===== src/rtl/wed_status_writer_pkg.sv =====
// Shared types and helpers for the WED status write-back path: CAPI command and
// response codes, the WED_status record layout, the write-back FSM states, and
// the host-order packing function used when building the status cacheline.
package wed_status_writer_pkg;

  // CAPI command and response codes used by the write-back
  localparam logic [12:0] CAPI_CMD_WRITE_NA  = 13'h0D00;
  localparam logic [7:0]  CAPI_RSP_DONE      = 8'h00;
  localparam logic [7:0]  CAPI_RSP_FLUSHED   = 8'h06;
  localparam logic [7:0]  CAPI_RSP_PAGED     = 8'h0A;

  localparam int unsigned WB_LINE_W  = 1024;
  localparam int unsigned WB_FIELD_W = 64;
  localparam int unsigned WB_FIELDS  = 16;

  // Members are listed from the highest slot down so that done_flag lands in
  // bits [63:0] (slot 0), cycles_total in slot 2, and so on, matching the
  // field-k-at-bits-[64k+63:64k] layout of the data array.
  typedef struct packed {
    logic [63:0] pad15;
    logic [63:0] pad14;
    logic [63:0] pad13;
    logic [63:0] pad12;
    logic [63:0] pad11;
    logic [63:0] pad10;
    logic [63:0] pad9;
    logic [63:0] pad8;
    logic [63:0] pad7;
    logic [63:0] pad6;
    logic [63:0] writes;
    logic [63:0] reads;
    logic [63:0] tiles_done;
    logic [63:0] cycles_total;
    logic [63:0] error_code;
    logic [63:0] done_flag;
  } WED_status;

  typedef enum logic [2:0] {
    WB_RESET,
    WB_IDLE,
    WB_REQ,
    WB_WAIT_RESP,
    WB_DONE,
    WB_ERROR
  } wb_state;

  // Reverse the byte order of one 64-bit field
  function automatic logic [63:0] swap_endianness_double_word(input logic [63:0] d);
    logic [63:0] r;
    for (int b = 0; b < 8; b++) begin
      r[8*b +: 8] = d[8*(7-b) +: 8];
    end
    return r;
  endfunction

  // Inverse of the fetch-side mapping: byte-swap each field into its line slot
  function automatic logic [WB_LINE_W-1:0] map_WED_status_to_DataArray(input WED_status s);
    logic [WB_LINE_W-1:0] flat;
    logic [WB_LINE_W-1:0] r;
    flat = s;
    for (int k = 0; k < WB_FIELDS; k++) begin
      r[WB_FIELD_W*k +: WB_FIELD_W] = swap_endianness_double_word(flat[WB_FIELD_W*k +: WB_FIELD_W]);
    end
    return r;
  endfunction

endpackage


===== src/rtl/wed_status_writer.sv =====
// Writes the WED_status record back to host memory as one 128-byte line with a
// single write_na command, serves the PSL buffer reads for that line, and
// reissues the command on FLUSHED/PAGED responses up to MAX_RETRY times.
module wed_status_writer
  import wed_status_writer_pkg::*;
#(
  parameter logic [63:0] WB_OFFSET = 64'd128,
  parameter logic [7:0]  WB_TAG    = 8'hFE,
  parameter int unsigned MAX_RETRY = 4
) (
  input  logic           clock,
  input  logic           rstn,
  input  logic           enabled,
  input  logic [63:0]    wed_address,
  input  logic           status_valid,
  input  logic [1023:0]  status_in,
  input  logic           command_ready,
  output logic           command_valid,
  output logic [12:0]    command_code,
  output logic [63:0]    command_address,
  output logic [7:0]     command_tag,
  output logic [11:0]    command_size,
  input  logic           buffer_read_valid,
  input  logic [7:0]     buffer_read_tag,
  input  logic [5:0]     buffer_read_index,
  output logic [511:0]   buffer_read_data,
  input  logic           response_valid,
  input  logic [7:0]     response_tag,
  input  logic [7:0]     response_code,
  output logic           wb_busy,
  output logic           wb_done,
  output logic           wb_error,
  output logic           status_dropped
);

  // One extra count beyond MAX_RETRY is needed to detect exhaustion
  localparam int unsigned RW = $clog2(MAX_RETRY + 2);
  localparam logic [RW-1:0] MAX_RETRY_C = RW'(MAX_RETRY);

  wb_state         state_q;
  logic [RW-1:0]   retry_q;
  logic [RW-1:0]   retry_d;
  logic [1023:0]   line_q;
  WED_status       status_s;
  logic            rsp_hit;
  logic            capture;
  logic            unused_index;

  assign status_s     = status_in;
  assign retry_d      = retry_q + 1'b1;
  assign rsp_hit      = response_valid && (response_tag == WB_TAG);
  assign capture      = (state_q == WB_IDLE) && status_valid;
  // Only bit 0 of the index selects a half line
  assign unused_index = ^buffer_read_index[5:1];

  // Write-back FSM with registered command fields and status strobes
  always_ff @(posedge clock) begin
    if (!rstn) begin
      state_q         <= WB_RESET;
      retry_q         <= '0;
      command_valid   <= 1'b0;
      command_code    <= '0;
      command_address <= '0;
      command_tag     <= '0;
      command_size    <= '0;
      wb_busy         <= 1'b0;
      wb_done         <= 1'b0;
      wb_error        <= 1'b0;
      status_dropped  <= 1'b0;
    end else begin
      command_valid  <= 1'b0;
      wb_done        <= 1'b0;
      status_dropped <= status_valid && (state_q != WB_IDLE);
      case (state_q)
        WB_RESET: state_q <= WB_IDLE;
        WB_IDLE: begin
          if (status_valid) begin
            state_q <= WB_REQ;
            wb_busy <= 1'b1;
          end
        end
        WB_REQ: begin
          if (enabled && command_ready) begin
            command_valid   <= 1'b1;
            command_code    <= CAPI_CMD_WRITE_NA;
            command_address <= wed_address + WB_OFFSET;
            command_tag     <= WB_TAG;
            command_size    <= 12'd128;
            state_q         <= WB_WAIT_RESP;
          end
        end
        WB_WAIT_RESP: begin
          if (rsp_hit) begin
            case (response_code)
              CAPI_RSP_DONE: begin
                state_q <= WB_DONE;
                wb_done <= 1'b1;
              end
              CAPI_RSP_FLUSHED, CAPI_RSP_PAGED: begin
                retry_q <= retry_d;
                if (retry_d <= MAX_RETRY_C) begin
                  state_q <= WB_REQ;
                end else begin
                  state_q  <= WB_ERROR;
                  wb_error <= 1'b1;
                  wb_busy  <= 1'b0;
                end
              end
              default: begin
                state_q  <= WB_ERROR;
                wb_error <= 1'b1;
                wb_busy  <= 1'b0;
              end
            endcase
          end
        end
        WB_DONE: begin
          state_q <= WB_IDLE;
          wb_busy <= 1'b0;
          retry_q <= '0;
        end
        WB_ERROR: begin
          wb_error <= 1'b1;
          wb_busy  <= 1'b0;
        end
        default: state_q <= WB_RESET;
      endcase
    end
  end

  // Status line register, loaded only on an accepted capture
  always_ff @(posedge clock) begin
    if (!rstn) begin
      line_q <= '0;
    end else if (capture) begin
      line_q <= map_WED_status_to_DataArray(status_s);
    end
  end

  // Buffer-read mux: one-cycle latency, holds its value on foreign tags
  always_ff @(posedge clock) begin
    if (!rstn) begin
      buffer_read_data <= '0;
    end else if (buffer_read_valid && (buffer_read_tag == WB_TAG)) begin
      buffer_read_data <= buffer_read_index[0] ? line_q[1023:512] : line_q[511:0];
    end
  end

endmodule


===== config.mk =====
export PLATFORM = sky130hd
export DESIGN_NAME = wed_status_writer
export DESIGN_NICKNAME = d
export VERILOG_FILES = /design/src/rtl/wed_status_writer_pkg.sv /design/src/rtl/wed_status_writer.sv
export SDC_FILE = /design/constraint.sdc
export NUM_CORES = 2
export LEC_CHECK = 0
export ABC_AREA = 1
export ABC_CLOCK_PERIOD_IN_PS = 2050
export CAP_MARGIN = 25
export CORE_AREA = 2 2 676 678
export CTS_CLUSTER_SIZE = 28
export DETAILED_ROUTE_END_ITERATION = 8
export DIE_AREA = 0 0 678 680
export PLACE_DENSITY = 0.3
export SETUP_SLACK_MARGIN = 0.1
export SKIP_LAST_GASP = 1
export SLEW_MARGIN = 20
export SYNTH_ARGS = -nofsm -noshare
export SYNTH_HDL_FRONTEND = slang
export SYNTH_SLANG_ARGS = --single-unit

===== constraint.sdc =====
create_clock -name clock -period 2.05 [get_ports clock]
set_clock_uncertainty 0.2 [all_clocks]
set_input_delay 0.3075 -clock clock [delete_from_list [all_inputs] [get_ports clock]]
set_output_delay 0.3075 -clock clock [all_outputs]
set_load 0.02 [all_outputs]

# After elaboration in Yosys (flattened, before gate mapping)
# Index checks and enable logic that the tools add are counted.
# word_totals
regBits,1614
latch_bits,0
ram_bits,0
romBits,0
inputBits,1125
output_inout_bits,614
word_cells,74
n_memories,0
# op_classes
addsub,2
n_mul,0
div_mod_pow,0
order_cmp,1
n_eq_ne,16
shift,0
mux,21
bitwise,1
reduce_logical,20
# ops
cell,n
512-bit two-way mux,1
"64-bit by 8-bit adder with 64-bit output, second input constant",1
3-bit two-way mux,6
"8-bit equality test, second input constant",2
3-bit one-hot mux with 5 select lines,1
3-bit one-hot mux with 2 select lines,2
"2-bit inequality test, second input constant",5
"8-bit by 3-bit equality test with 1-bit output, second input constant",1
"8-bit by 4-bit equality test with 1-bit output, second input constant",1
8-bit logical NOT,1
4-bit AND reduction,2
1-bit two-way mux,7
"3-bit by 2-bit equality test with 1-bit output, second input constant",2
"3-bit equality test, second input constant",2
1-bit one-hot mux with 2 select lines,3
3-bit AND reduction,2
2-bit OR reduction,3
1-bit logical AND,5
5-bit AND reduction,1
2-bit AND reduction,2
2-bit nonzero test,2
"3-bit by 1-bit adder with 3-bit output, second input constant",1
"3-bit by 1-bit equality test with 1-bit output, second input constant",1
"3-bit less-or-equal comparator, second input constant",1
other kinds (6),6

# Depth between registers and ports, before layout
# depth
word_depth,6
mapped_depth,11
mapped_depth_nobuf,11

# Least setup slack after synthesis
# Ideal clock, no wire load.
# synth_timing
kind,input-to-reg
startpoint,input wed_address[7]
endpoint,register command_address[37]
setup_time_ns,0.056
arrival_ns,1.599
required_time_ns,1.794
slack_ns,0.196
stages,10
path_buffers,0
cell_sequence,ha_1 > inv_1 > nor2_1 > nand2_1 > nor2_1 > nand2_1 > or2_2 > nand3_1 > nand2_1 > inv_1
# synth_via
elab_chain_cells,1
# synth_rtl
item,line,text
"start, declared",wed_status_writer.sv:14,"input logic [63:0] wed_address,"
64-bit by 8-bit adder with 64-bit output,wed_status_writer.sv:86,command_address <= wed_address + WB_OFFSET;
"end signal, assigned",wed_status_writer.sv:86,
"end, declared",wed_status_writer.sv:20,"output logic [63:0] command_address,"
# No other way between the ends.
# A chain may end at the register's enable or synchronous reset.

# Worst setup path after layout
# layout_timing
startpoint,register state_q[1]
endpoint,register line_q[997]
# layout_via
elab_chain_cells,2
# layout_rtl
item,line,text
"start, declared",wed_status_writer.sv:40,wb_state state_q;
"start signal, assigned",wed_status_writer.sv:59,state_q <= WB_RESET;
"start signal, assigned",wed_status_writer.sv:75,WB_RESET: state_q <= WB_IDLE;
"start signal, assigned",wed_status_writer.sv:78,state_q <= WB_REQ;
3-bit by 1-bit equality test with 1-bit output,wed_status_writer.sv:52,assign capture = (state_q == WB_IDLE) && status_valid;
1-bit logical AND,wed_status_writer.sv:52,
"end signal, assigned",wed_status_writer.sv:136,line_q <= map_WED_status_to_DataArray(status_s);
"end, declared",wed_status_writer.sv:43,logic [1023:0] line_q;
# No other way between the ends.

==> results.ini <==
[power]
p_leak_nw = 47.36
p_total_mw = 106.8
ir_drop_mv = 0.7457
powerDensity_nw_per_um2 = 939.2

[placement]
post-place-ws_ns = -1.001
dpl_cell_area_um2 = 91070
io_buffer_count = 1711
globalplace.congestion = 0.8831
dp_hpwl_um = 315500

[clock_tree]
numClockSinks = 1612
path_clk_slew_ns = 0.06
root_buffer = clkbuf_16
cts_tree = done
htree_num_levels = 4
clock_path_buffers = 4
numCtsBuffers = 214
worstSkewPairLatency_ns = 0.89

[finish]
fin_nets = 11810
drive_gt1_frac = 0.2238
stdcell_area_um2 = 113700
n_fill_cell = 49390
syn_to_final_growth_pct = 81.46

[setup_path]
reg2reg_slack_ns = -0.12
crit_path_end = line_q[997]
slowest_stage = dfxtp_2
critical_path_class = reg -> reg
cp_max_fo = 9
worstRegToRegCells = 13
path_depth = 13
critPathTopFamily = buffers and inverters
crit_arrival_ns = 2.70
r2r_start = state_q[1]
worst-endpoint-required_ns = 2.58
critPathLaunchType = register
path_cells = inv_2 > nand2_4 > nor2_4 > inv_2 > nor2_4 > buf_12 > buf_12 > buf_16 > buf_12 > buf_16 > clkbuf_16 > o21ai_0 > nor2_1
rr_endpoint = line_q[997]
path_buf_inv = 8
crit_top_cell = buf_12
cp-startpoint = state_q[1]
cp_slowest_stage_delay_ns = 0.33
worstSetupEndpointType = register

[sta]
min_period_over_period = 1.057
maxSlewHeadroom = 0.5895
rsz0062_at_grt = yes
final_max_slew_viol_count = 0
worst-slew-pin-transition_ns = 0.6157
min_period_ns = 2.167
postLayoutSetupSlackWorst_ns = -0.1171
setup_violations = 276
max_freq_mhz = 461.5
finalHoldViolCount = 0

[floorplan]
die_w_um = 678
pin_count = 1739
die-area_um2 = 461000
start_util = 0.1379
die_h_um = 680
fp.coreArea_um2 = 454300
rows = 248

[global_routing]
overflow = 0
antenna_found_initial = 209
grt_max_degree = 88
grt_pass1_vias = 67420
grt_usage = 0.1693
grt_pass1_wl_um = 553100

[yosys]
synth_seq_area_share = 0.5151
synth.distinct_cells = 32
ys_async_sr_fraction = 0
syn_area_per_cell_um2 = 8.326
synth-edff-count = 0
syn_area_um2 = 62650
yosys_warnings = 0
synth.area.top_cells = dfxtp_1 52%, nor2_1 13%, mux2i_1 8.2%, o21ai_0 7.8%, o21a_1 6.5%
synth_seq_cells = 1612
netlist.area_leader.share = 0.5151
yosysTopAreaCell = dfxtp_1
ys.flop_type = dfxtp_1
syn_inst = 7525

[route]
avgViaCountPerCell = 3.897
vias = 65970
ant_nets = 0
drt_iter0_drc = 3356
drc = 0
wirelength_um = 413100
drt_first_pass_iters = 5
wire_per_inst_um = 24.40

[min_path]
min_path_type = in -> reg

[status]
violations = setup timing
outcome = complete, but fails checks

[job]
maxCapViolCount = 0

-- power by group --
group	total, mW	leakage, nW	internal [mW]	switching (mW)
combinational	27.6	30.5	13.3	14.3
sequential	40.6	13.4	36.6	3.95
clock	38.6	3.47	22.7	15.9
total	107	47.4	72.6	34.1
-- metrics by stage --
| step | utilization | instances | hold slack (ns) | setup TNS [ns] |
|---|---|---|---|---|
| finish | 0.2503 | 16930 | 0.1145 | -7.988 |
| global placement | 0.2005 | 15290 | 0.2495 | -1101.86 |
| CTS | 0.2465 | 16790 | 0.003922 | -32.79 |
| detailed placement | 0.2005 | 15290 | 0.2518 | -1101.22 |
| global route | 0.2500 | 16880 | 0.04742 | -74.23 |
| floorplan | - | 7546 | 0.1975 | 0 |
-- state kept, by name (all words and copies together), names as in the netlist --
name	flops
wb_busy	1
status_dropped	1
wb_error	1
buffer_read_data	512
retry_q	3
wb_done	1
command_address	64
line_q	1024
state_q	3
command_valid	1
command_size	1
-- final cells by class --
type | instances | area (um^2) | share of cell area
sequential | 1612 | 33050 | 0.2907
timing repair inverter | 1 | 8.758 | 0.00007704
timing repair buffer | 3539 | 37710 | 0.3317
clock buffer | 310 | 6300 | 0.05541
multi-input combinational | 5219 | 27740 | 0.2440
clock inverter | 68 | 783.3 | 0.006890
tap | 6000 | 7507 | 0.06604
antenna | 88 | 220.2 | 0.001937
inverter | 93 | 374.1 | 0.003291
-- layout by cell type (no fill, tap or decap), drive strengths merged, types with 7 or more instances in the layout --
cell type,n
a21oi,541
buf,1365
bufbuf,11
bufinv,12
clkbuf,333
clkdlybuf4s50,1117
clkinv,39
clkinvlp,13
conb,22
dfxtp,1612
diode,88
dlygate4sd3,1023
inv,98
mux2i,512
nand2,232
nand3,52
nand4,17
nor2,2179
o21a,543
o21ai,1065
o21bai,7
xnor2,10
xor2,16
-- routing by layer --
metal  up-vias  global-route usage  routed length, um
met4        64             0.04156              12500
met3       654             0.03443              20680
met2      1829              0.3049             205300
li1      31680                   -                  -
met1     31750              0.2042             174300
met5         -                   0                399
-- timing repair --
action / in CTS / in global routing
pin swaps: 16 / 72
hold buffers: 1023 / 0
cloned: 35 / 27
resized for setup: 4474 / 209
endpoints found under the hold margin: 1185 / 0
buffers inserted: 58 / 27
setup endpoints to repair: 1629 / 1519
-- kinds of logic after synthesis --
| logic type | after synthesis | synth area share |
|---|---|---|
| compound gates | 2164 | 0.1951 |
| other cells | 1 | 0.00005986 |
| buf+inv | 715 | 0.05191 |
| simple gates | 2492 | 0.1518 |
| xor+xnor | 26 | 0.003635 |
| flops | 1612 | 0.5151 |
| mux | 512 | 0.08180 |
| fa+ha+maj | 3 | 0.0005992 |
-- Yosys cell counts (2+ instances only) --
library cell  count
dfxtp_1        1612
clkbuf_1        318
inv_1            90
o21a_1          543
nand4_1          17
o21ai_1          83
a21oi_1         541
nor3_1            4
ha_1              3
a31oi_1           4
or2_2             2
buf_1             8
mux2i_1         512
nand3b_1          4
nand2_1         231
nor2_1         2177
buf_2           217
o21ai_0         982
o211ai_1          3
nand3_1          52
xor2_1           16
xnor2_1          10
inv_2             3
o21bai_1          7
buf_4            79
-- how the worst min path moves through the flow --
stage,to,startpoint,cells after the start
5_1_grt,line_q[1015],status_in[975],3
2_1_floorplan,command_address[7],wed_address[7],1
3_5_place_dp,buffer_read_data[203],buffer_read_data[203],1
4_1_cts,command_address[57],wed_address[57],6
6_report,line_q[1015],status_in[975],3
3_3_place_gp,buffer_read_data[381],buffer_read_data[381],1
-- worst min-delay path: cells and delay by family --
| kind | cells | cell delay (ns) |
|---|---|---|
| buffers and inverters | 1 | 0.60 |
| AND/OR/NAND/NOR | 2 | 0.24 |
No activity file was read; power rests on OpenSTA's default activity.
